File: src/rtl/fpu_issue_ctrl.sv
// FPU Start/Busy/Done initiator: request FIFO, single-issue FSM, writeback and pending-register scoreboard.
// Optional FPU_ISSUE_TIMEOUT_EN adds a 255-cycle WAIT watchdog with a sticky Error flag.
module fpu_issue_ctrl #(
  parameter int DEPTH = 4
) (
  input  logic        CLK,
  input  logic        Reset,
  input  logic        ReqValid,
  input  logic        ReqOp,
  input  logic [31:0] ReqA,
  input  logic [31:0] ReqB,
  input  logic [3:0]  ReqWA3,
  output logic        ReqReady,
  output logic        FPUStart,
  output logic        FPUOp,
  output logic [31:0] FPUOperand1,
  output logic [31:0] FPUOperand2,
  output logic [3:0]  FPUWA3,
  input  logic        FPUBusy,
  input  logic        FPUDone,
  input  logic [31:0] FPUResult,
  output logic        WE,
  output logic [3:0]  WA,
  output logic [31:0] WD,
  output logic [15:0] Pending,
  output logic        Empty,
  output logic        Error
);

  localparam int AW = $clog2(DEPTH);
  localparam int CW = AW + 1;

  localparam logic [1:0] S_IDLE  = 2'd0;
  localparam logic [1:0] S_ISSUE = 2'd1;
  localparam logic [1:0] S_WAIT  = 2'd2;
  localparam logic [1:0] S_WB    = 2'd3;

  logic [1:0]    state_q, state_d;
  logic [68:0]   mem_q [DEPTH];
  logic [AW-1:0] wp_q, rp_q;
  logic [CW-1:0] cnt_q, cnt_d;
  logic          op_q;
  logic [31:0]   a_q, b_q, res_q;
  logic [3:0]    tag_q;
  logic [15:0]   pend_q, pend_d;
  logic          push, pop, full, clr, tmo;

  assign full     = (cnt_q == CW'(DEPTH));
  assign ReqReady = !full && !pend_q[ReqWA3];
  assign push     = ReqValid && ReqReady;
  assign pop      = (state_q == S_IDLE) && (cnt_q != '0) && !FPUBusy;
  // Pending bit of the issued tag drops on writeback or on a timeout abort.
  assign clr      = (state_q == S_WB) || tmo;

`ifdef FPU_ISSUE_TIMEOUT_EN
  logic [7:0] tmo_cnt_q;
  logic       err_q;

  assign tmo   = (state_q == S_WAIT) && !FPUDone && (tmo_cnt_q == 8'd254);
  assign Error = err_q;

  always_ff @(posedge CLK or negedge Reset) begin
    if (!Reset) begin
      tmo_cnt_q <= '0;
      err_q     <= 1'b0;
    end else begin
      tmo_cnt_q <= (state_q == S_WAIT) ? tmo_cnt_q + 8'd1 : '0;
      if (tmo) err_q <= 1'b1;
    end
  end
`else
  assign tmo   = 1'b0;
  assign Error = 1'b0;
`endif

  always_comb begin
    state_d = state_q;
    case (state_q)
      S_IDLE:  if (pop) state_d = S_ISSUE;
      S_ISSUE: state_d = S_WAIT;
      S_WAIT: begin
        if (FPUDone)  state_d = S_WB;
        else if (tmo) state_d = S_IDLE;
      end
      default: state_d = S_IDLE;
    endcase
  end

  always_comb begin
    pend_d = pend_q;
    if (clr)  pend_d[tag_q]  = 1'b0;
    if (push) pend_d[ReqWA3] = 1'b1;
  end

  always_comb begin
    cnt_d = cnt_q;
    case ({push, pop})
      2'b10:   cnt_d = cnt_q + CW'(1);
      2'b01:   cnt_d = cnt_q - CW'(1);
      default: cnt_d = cnt_q;
    endcase
  end

  always_ff @(posedge CLK) begin
    if (push) mem_q[wp_q] <= {ReqOp, ReqA, ReqB, ReqWA3};
  end

  always_ff @(posedge CLK or negedge Reset) begin
    if (!Reset) begin
      state_q <= S_IDLE;
      wp_q    <= '0;
      rp_q    <= '0;
      cnt_q   <= '0;
      op_q    <= 1'b0;
      a_q     <= '0;
      b_q     <= '0;
      tag_q   <= '0;
      res_q   <= '0;
      pend_q  <= '0;
    end else begin
      state_q <= state_d;
      cnt_q   <= cnt_d;
      pend_q  <= pend_d;
      if (push) wp_q <= wp_q + AW'(1);
      if (pop) begin
        rp_q <= rp_q + AW'(1);
        {op_q, a_q, b_q, tag_q} <= mem_q[rp_q];
      end
      if (state_q == S_WAIT && FPUDone) res_q <= FPUResult;
    end
  end

  assign FPUStart    = (state_q == S_ISSUE);
  assign FPUOp       = op_q;
  assign FPUOperand1 = a_q;
  assign FPUOperand2 = b_q;
  assign FPUWA3      = tag_q;
  assign WE          = (state_q == S_WB);
  assign WA          = WE ? tag_q : '0;
  assign WD          = WE ? res_q : '0;
  assign Pending     = pend_q;
  assign Empty       = (cnt_q == '0) && (state_q == S_IDLE);

endmodule

File: config.mk
export PLATFORM = sky130hd
export DESIGN_NAME = fpu_issue_ctrl
export DESIGN_NICKNAME = d
export VERILOG_FILES = /design/src/rtl/fpu_issue_ctrl.sv
export SDC_FILE = /design/constraint.sdc
export NUM_CORES = 1
export LEC_CHECK = 0
export ABC_AREA = 1
export CAP_MARGIN = 15
export CORE_ASPECT_RATIO = 0.75
export CORE_MARGIN = 8
export CORE_UTILIZATION = 50
export CTS_CLUSTER_DIAMETER = 100
export CTS_CLUSTER_SIZE = 40
export DETAILED_ROUTE_END_ITERATION = 8
export GPL_TIMING_DRIVEN = 0
export PLACE_DENSITY = 0.77
export SYNTH_ARGS = -nofsm -noshare
export SYNTH_HDL_FRONTEND = slang
export SYNTH_SLANG_ARGS = --single-unit
File: constraint.sdc
create_clock -name CLK -period 9.75 [get_ports CLK]
set_clock_uncertainty 0.2 [all_clocks]
set_input_delay 2.4375 -clock CLK [delete_from_list [all_inputs] [get_ports CLK]]
set_output_delay 2.4375 -clock CLK [all_outputs]
set_load 0.1 [all_outputs]
Yosys cells after proc, flatten, opt, wreduce, memory -nomap -nowiden
Memory sizes are Yosys's and may differ from the RTL's. A register that Yosys moved wholly into a read port is not among the register bits.
Cells that the tools add are included.
Word-level totals
  register bits after elaboration: 57
  bits in latches: 0
  bits in writable memories: 276
  bits in read-only memories: 0
  input bits: 106
  output and inout port bits: 126
  memories kept: 1
Memories
  mem_q: words 4, bits a word 69, read ports 1, clocked after memory_dff 1, write ports 1, RTL line 39  | logic [68:0] mem_q [DEPTH];
Cells by class
  add/sub/neg operators: 4
  multiply operators: 0
  divide/modulo/power cells: 0
  order comparisons: 4
  equal/unequal tests: 8
  shift-type cells: 0
  muxes and demuxes: 16
  bitwise gates (word level): 3
  reduce and logical (&&, ||, !) cells: 17
Operators with widths (count)
  16-bit two-way mux: 2
  32-bit two-way mux: 1
  16-bit bitwise AND: 1
  16-bit NOT: 1
  16-bit OR: 1
  4-bit by 5-bit less-than comparator with 1-bit output (second input constant): 2
  1-bit demux with 4-bit select: 2
  4-bit by 1-bit >= comparator with 1-bit output (second input constant): 2
  1-bit logical AND: 8
  2-bit == test (second input constant): 3
  2-bit one-hot mux with 3 select lines: 1
  3-bit one-hot mux with 2 select lines: 1
  1-bit two-way mux: 5
  2-bit by 1-bit adder with 2-bit output (second input constant): 2
  1-bit binary-select mux with 4-bit select: 1
  2-bit by 1-bit == test with 1-bit output (second input constant): 2
  1-bit logical NOT: 4
  2-bit two-way mux: 2
  4-bit two-way mux: 1
  2-bit inequality test (second input constant): 2
  3-bit by 1-bit adder with 3-bit output (second input constant): 1
  3-bit == test (second input constant): 1
  3-bit logical NOT: 1
  3-bit nonzero test: 1
  4 further kinds: 4

Logic depth before layout (Yosys ltp)
Gate-level depths: netlist of run 1.
  word-level depth: 9
  depth in mapped cells: 15

Worst setup path after synthesis of run 1
Ideal clock, no wire load.
  path kind: input -> output
  from: input port ReqWA3[1]
  to: output port ReqReady
  arrival: 4983 ps
  data required time: 7113 ps
  slack: 2130 ps
  cell stages on the path: 7
  buffers on the path: 1
  path through: buf_6 > inv_2 > nand3_2 > nand2_2 > nor2_2 > nor2_4 > nor3_1
On the way
  cells in the longest elaborated chain, start to end: 4
Ends and longest elaborated chain
  start, declared: RTL line 12  | input logic [3:0] ReqWA3,
  1-bit binary-select mux with 4-bit select: RTL line 49  | assign ReqReady = !full && !pend_q[ReqWA3];
  1-bit two-way mux (implied by the code): RTL line 49
  1-bit logical NOT: RTL line 49
  1-bit logical AND: RTL line 49
  end, declared: RTL line 13  | output logic ReqReady,
Every way passes these cells. The select of a mux whose other input is x is not followed.

Final worst setup path of run 1
  from: input port ReqWA3[0]
  to: output port ReqReady
Same word-level chain as after synthesis.

==> flow_metrics.py, run 1 <==
metrics = {
    "outcome": {
        "status": "complete, no violations",
    },
    "clock_tree": {
        "cts.sinks": 402,
        "clk_latency_ps": 530,
        "numCtsBuffers": 14,
        "cts.htree.levels": 1,
        "postCtsHoldBufs": 0,
        "cts_max_path_buffers": 3,
        "clkTransAtPathRegs_ps": 100,
        "clockRootBuffer": "clkbuf_16",
        "cts_tree": "done",
        "cts_resized": 0,
        "post_cts_buffers": 0,
    },
    "synth": {
        "synth.most_common_cell": "nand2_1",
        "synth_edf_count": 276,
        "syn-num-nets": 1442,
        "postSynthCellCount": 1325,
        "ys_ff_latch": 402,
        "synth.top_cell.area_share_pct": 52.2,
        "synth.avg_cell_area_um2": 12.0,
        "synthTopCellsByCount": "303 x nand2_1, 276 x edfxtp_1, 167 x nor2_1, 154 x o21ai_0, 126 x dfrtp_1",
        "synthTopCellsByArea": "edfxtp_1 52%, dfrtp_1 20%, nand2_1 7.2%, o21ai_0 4.9%, nor2_1 3.9%",
        "synthFlopType": "edfxtp_1",
        "synth_top_area_cell": "edfxtp_1",
        "ys_seq_area_share_pct": 72.1,
        "netlist_area_um2": 15900,
        "ys_warn_count": 0,
        "async_flop_share_pct": 31.3,
        "synth_cell_types": 34,
    },
    "setup_path": {
        "crit_required_ps": 7110,
        "critPathLaunchType": "input pin",
        "cp_max_fo": 8,
        "critPathKind": "input pin to output port",
        "reg2reg_depth": 13,
        "cp-endpoint": "ReqReady",
        "r2r-end": "cnt_q[2]",
        "reg2reg_from": "state_q[0]",
        "end_kind": "output port",
        "reg2reg_setup_slack_ps": 6630,
        "critPathLaunch": "ReqWA3[0]",
        "cp_data_arrival_time_ps": 5090,
    },
    "power_and_ir_drop": {
        "clkPwrFrac_pct": 11.8,
        "p_sw_share_pct": 49.7,
        "p_comb_share_pct": 52.5,
        "p_total_mw": 6.80,
        "vdd_drop_max_mv": 0.224,
        "power.switching_mw": 3.38,
        "powerDensity_nw_per_um2": 350,
        "power.share.sequential_pct": 35.7,
        "p_int_mw": 3.42,
        "p_leak_nw": 7.52,
    },
    "flow_run": {
        "maxCapViolCount": 0,
    },
    "placed_design": {
        "gp_congestion": 0.875,
        "hpwl_um": 27500,
        "port_buffers": 229,
    },
    "sta": {
        "rsz0062_at_grt": "no",
        "setup_viol": 0,
        "maxSlewHeadroom_pct": 26.6,
        "finalHoldViolations": 0,
        "max_freq_mhz": 129,
        "tightestPinTransition_ps": 1100,
        "fin_crit_sh_pct": 79.3,
        "hold_ws_ps": 290,
        "drv_slew": 0,
        "finalCriticalPeriod_ps": 7730,
    },
    "routing": {
        "firstDrtPassIters": 5,
        "vias": 10900,
        "post-route-drc-count": 0,
        "drtIter0Drc": 1087,
        "ant_nets": 0,
        "vias_per_cell": 5.45,
        "wl_per_cell_um": 20.3,
        "routed_wl_um": 40500,
    },
    "die": {
        "coreArea_um2": 31300,
        "initial_core_util_pct": 50.8,
        "die_area_um2": 37800,
        "row_count": 56,
        "fp.dieH_um": 170,
        "die_w_um": 222,
        "ios": 232,
    },
    "layout": {
        "areaGrowthSynthToFinish_pct": 22.4,
        "fill_cells": 2467,
        "nNetsFinal": 1698,
        "drive_gt1_share_pct": 7.55,
    },
    "global_route": {
        "track_usage_pct": 20.9,
        "grt_pass1_vias": 11200,
        "overflow": 0,
        "grt_first_pass_wirelength_um": 63000,
        "grt_start_max_net_pins": 85,
        "grt_antenna_before_repair": 2,
    },
    "worst_hold_path": {
        "holdCritPathClass": "register to register",
    },
}
[cell families after synthesis]
group | Yosys count | synth area share [%]
flops | 402 | 72.1
xor+xnor | 3 | 0.166
mux | 32 | 2.27
other cells | 1 | 0.0236
simple gates | 505 | 12.8
fa+ha+maj | 11 | 0.914
compound gates | 233 | 7.97
buf+inv | 138 | 3.85
[per-layer routing]
metal  vias to the layer above  share of wire (%)  track usage, %
met5                         -              0.032               0
met4                         2                2.0            4.72
met3                        59                7.0            4.04
met2                       405                 49            35.4
met1                      5372                 42            28.0
li1                       5045                  -               -
[critical path: stages]
cell,delay [ps]
clkdlybuf4s50_1,640
inv_2,180
nand3_2,90
nand2_1,60
nor2_2,170
nor2_4,70
nor3_1,240
clkdlybuf4s50_1,1190
[through the flow]
| step | cells | TNS, ps | util [%] | cell area (um2) | setup slack [ps] |
|---|---|---|---|---|---|
| after floorplan | 1325 | 0 | - | 15900 | 2130 |
| after global placement | 1960 | -11620 | 59.8 | 18700 | -141 |
| after detailed placement | 1971 | 0 | 60.7 | 19000 | 2030 |
| after CTS | 1995 | 0 | 62.2 | 19400 | 2040 |
| after global routing | 1996 | 0 | 62.2 | 19400 | 1890 |
| final | 1996 | 0 | 62.2 | 19400 | 2020 |
[worst min path at each step]
stage | to | cells after the start | start | slack [ps]
after floorplan | cnt_q[0] | 1 | cnt_q[0] | 250
after global placement | cnt_q[0] | 1 | cnt_q[0] | 260
after detailed placement | FPUOperand1[16] | 2 | FPUOperand1[16] | 260
after CTS | cnt_q[0] | 1 | cnt_q[0] | 290
after global routing | FPUOperand1[5] | 2 | FPUOperand1[5] | 310
final | FPUOperand1[5] | 2 | FPUOperand1[5] | 290
[power groups by stage]
stage                     Sequential (mW)  Clock [mW]  Combinational [mW]
after floorplan                      3.61           0                1.40
after global placement               2.48           0                3.46
after detailed placement             2.47           0                3.57
after CTS                            2.43       0.817                3.58
after global routing                 2.47       0.866                3.79
final                                2.43       0.801                3.57
[cell usage in the layout, fill, tap and decap left out, drive strengths merged]
cell,netlist,final
nand3,7,7
o21ai,158,158
xnor2,1,1
mux2,32,32
inv,65,65
xor2,2,2
clkdlybuf4s50,0,228
nand2,308,308
o31ai,4,4
nor3,1,1
dfrtp,126,126
buf,38,50
conb,1,1
fa,1,1
ha,10,10
nand4,18,18
clkbuf,35,57
nor2,171,171
clkinv,0,2
a21boi,1,1
a21oi,1,1
diode,0,1
o22ai,69,69
edfxtp,276,276
[area by class of cell]
| cell class | count | area (um2) | area share [%] |
|---|---|---|---|
| Tap cell | 406 | 508 | 2.61 |
| Multi-Input combinational cell | 785 | 3850 | 19.8 |
| Timing Repair Buffer | 240 | 2570 | 13.2 |
| Buffer | 73 | 368 | 1.89 |
| Clock buffer | 22 | 402 | 2.07 |
| Inverter | 65 | 244 | 1.26 |
| Antenna cell | 1 | 2.50 | 0.0129 |
| Clock inverter | 2 | 46.3 | 0.238 |
| Sequential cell | 402 | 11400 | 58.9 |
[state kept, by name, indices dropped and copies added (netlist names)]
name / flops
res_q: 32
FPUOperand1: 32
state_q: 2
FPUOperand2: 32
Pending: 16
cnt_q: 3
mem_q: 276
rp_q: 2
FPUWA3: 4
wp_q: 2
FPUOp: 1
Note: power is estimated with default switching activity, not from simulation.
==> inputs of run 2 (changes only) <==
--- a/config.mk
+++ b/config.mk
@@ -9,12 +9,12 @@
 export CAP_MARGIN = 15
 export CORE_ASPECT_RATIO = 0.75
 export CORE_MARGIN = 8
-export CORE_UTILIZATION = 50
+export CORE_UTILIZATION = 49
 export CTS_CLUSTER_DIAMETER = 100
 export CTS_CLUSTER_SIZE = 40
 export DETAILED_ROUTE_END_ITERATION = 8
 export GPL_TIMING_DRIVEN = 0
-export PLACE_DENSITY = 0.77
+export PLACE_DENSITY = 0.79
 export SYNTH_ARGS = -nofsm -noshare
 export SYNTH_HDL_FRONTEND = slang
 export SYNTH_SLANG_ARGS = --single-unit
==> constraint.sdc (replaced) <==
create_clock -name CLK -period 6.75 [get_ports CLK]
set_clock_uncertainty 0.2 [all_clocks]
set_input_delay 1.6875 -clock CLK [delete_from_list [all_inputs] [get_ports CLK]]
set_output_delay 1.6875 -clock CLK [all_outputs]
set_load 0.1 [all_outputs]
==> run 2 against run 1 <==
  * Die area grew 1.9%
  * Combinational power grew 43%
  * Clock power rose by 44%
  * Non-clock buffer count did not move
  * Worst hold slack improved by 0.67 ps
  * Via count is 0.52% lower
  * Global-route usage decreased by 0.59 points
  * Clock-buffer cell count shrank 2
  * Setup slack lost 1500 ps
  * Critical path type unchanged
  * Largest cell class unchanged
==> flow_metrics.py, run 2 (synthesis gave the netlist of run 1 again) <==
metrics = {
    "clock_tree": {
        "clkTransAtPathRegs_ps": 130,
        "clockRootBuffer": "clkbuf_16",
        "post_cts_buffers": 0,
        "clk_latency_ps": 520,
        "cts_tree": "done",
        "cts.htree.levels": 1,
        "cts_max_path_buffers": 3,
        "cts.sinks": 402,
        "postCtsHoldBufs": 0,
        "numCtsBuffers": 14,
        "cts_resized": 0,
    },
    "die": {
        "row_count": 57,
        "initial_core_util_pct": 49.4,
        "fp.dieH_um": 172,
        "die_area_um2": 38500,
        "ios": 232,
        "coreArea_um2": 32200,
        "die_w_um": 224,
    },
    "sta": {
        "finalHoldViolations": 0,
        "tightestPinTransition_ps": 1060,
        "fin_ws_ps": 508,
        "finalCriticalPeriod_ps": 6240,
        "max_freq_mhz": 160,
        "fin_crit_sh_pct": 92.5,
        "maxSlewHeadroom_pct": 29.1,
        "rsz0062_at_grt": "no",
        "setup_viol": 0,
        "drv_slew": 0,
    },
    "placed_design": {
        "hpwl_um": 27700,
        "post-place-ws_ps": 518,
        "port_buffers": 229,
        "placed_area_um2": 19000,
        "gp_congestion": 0.904,
    },
    "outcome": {
        "status": "complete, no violations",
    },
    "layout": {
        "final_area_um2": 19400,
        "layout_commonest_cell": "nand2_1",
        "drive_gt1_share_pct": 7.62,
        "regMostFlops": "mem_q",
        "areaGrowthSynthToFinish_pct": 22.5,
        "nNetsFinal": 1698,
        "layout_common_cells": "303 x nand2_1, 276 x edfxtp_1, 228 x clkdlybuf4s50_1",
        "largest_reg_flops": 276,
    },
    "routing": {
        "drtIter0Drc": 1019,
        "wl_per_cell_um": 19.7,
        "vias": 10800,
        "ant_nets": 0,
        "firstDrtPassIters": 5,
        "vias_per_cell": 5.33,
        "routed_wl_um": 40000,
        "post-route-drc-count": 0,
    },
    "setup_path": {
        "critPathKind": "input pin to output port",
        "cp_data_arrival_time_ps": 4350,
        "critPathLaunchType": "input pin",
        "end_kind": "output port",
        "crit_required_ps": 4860,
        "cp_max_fo": 8,
        "cpMostUsedCell": "nand2_1",
        "max_stage_delay_ps": 1180,
        "cp_cell_sequence": "clkdlybuf4s50_1 > inv_2 > nand2_1 > nand2_1 > nand2_1 > nand2_1 > nand2_2 > nand2_4 > nor3_1 > clkdlybuf4s50_1",
        "cp_slowest_cell": "clkdlybuf4s50_1",
    },
    "global_route": {
        "overflow": 0,
        "grt_first_pass_wirelength_um": 61500,
        "grt_start_max_net_pins": 91,
        "grt_pass1_vias": 11000,
        "track_usage_pct": 20.3,
        "grt_antenna_before_repair": 8,
    },
    "power_and_ir_drop": {
        "p_leak_nw": 7.51,
        "powerDensity_nw_per_um2": 504,
        "vdd_drop_max_mv": 0.352,
    },
    "flow_run": {
        "maxCapViolCount": 0,
    },
    "worst_hold_path": {
        "holdCritPathClass": "register to register",
    },
}
==> run 2: metal layers <==
| metal | vias to the layer above | track usage (%) | part of all wire (%) | routed length [um] |
|---|---|---|---|---|
| li1 | 5061 | - | - | - |
| met1 | 5333 | 27.3 | 42 | 16700 |
| met2 | 377 | 34.4 | 49 | 19700 |
| met3 | 45 | 3.97 | 7.0 | 2790 |
| met4 | 10 | 4.51 | 1.9 | 771 |
| met5 | - | 0 | 0.14 | 57 |
==> run 2: final cells by class <==
cell class / count / area (um2)
diodes: 3 / 7.51
plain buffers: 73 / 368
clock buffers: 20 / 394
clock inverters: 3 / 41.3
fillers: 2549 / 12700
inverters: 65 / 244
multi-input cells: 785 / 3850
flip-flops and latches: 402 / 11400
well taps: 442 / 553
repair buffers: 240 / 2540
==> run 2: path summary, 6_finish.rpt <==
kind	from	slack [ps]	to	cells past startpoint
setup / recovery	ReqWA3[0]	510	ReqReady	10
hold / removal	cnt_q[0]	290	cnt_q[0]	1
setup reg to reg	state_q[1]	3640	cnt_q[2]	13
hold reg to reg	cnt_q[0]	290	cnt_q[0]	1
max in group asynchronous	Reset	4660	res_q[11]	2
min in group asynchronous	Reset	860	FPUOperand1[19]	1
==> run 2: where the power goes <==
part	switching [mW]	leakage (nW)	internal, mW
Sequential	0.299	4.02	3.23
Clock	0.722	0.210	0.433
Combinational	3.85	3.28	1.28
Total	4.87	7.51	4.94
==> run 2: critical path, delay by kind of cell <==
kind,cells,cell delay (ps)
buf+inv,3,2020
simple gates,7,630
==> run 2: per-stage QoR <==
stage               total power, mW  setup TNS, ps  utilization, %  instances  hold slack, ps
floorplan                      7.24              0               -       1325             246
global placement               8.59        -823980            58.2       1996             262
detailed placement             8.72              0            59.1       2007             264
CTS                            9.87              0            60.4       2030             296
global route                   10.3              0            60.5       2033             313
finish                         9.80              0            60.5       2033             290
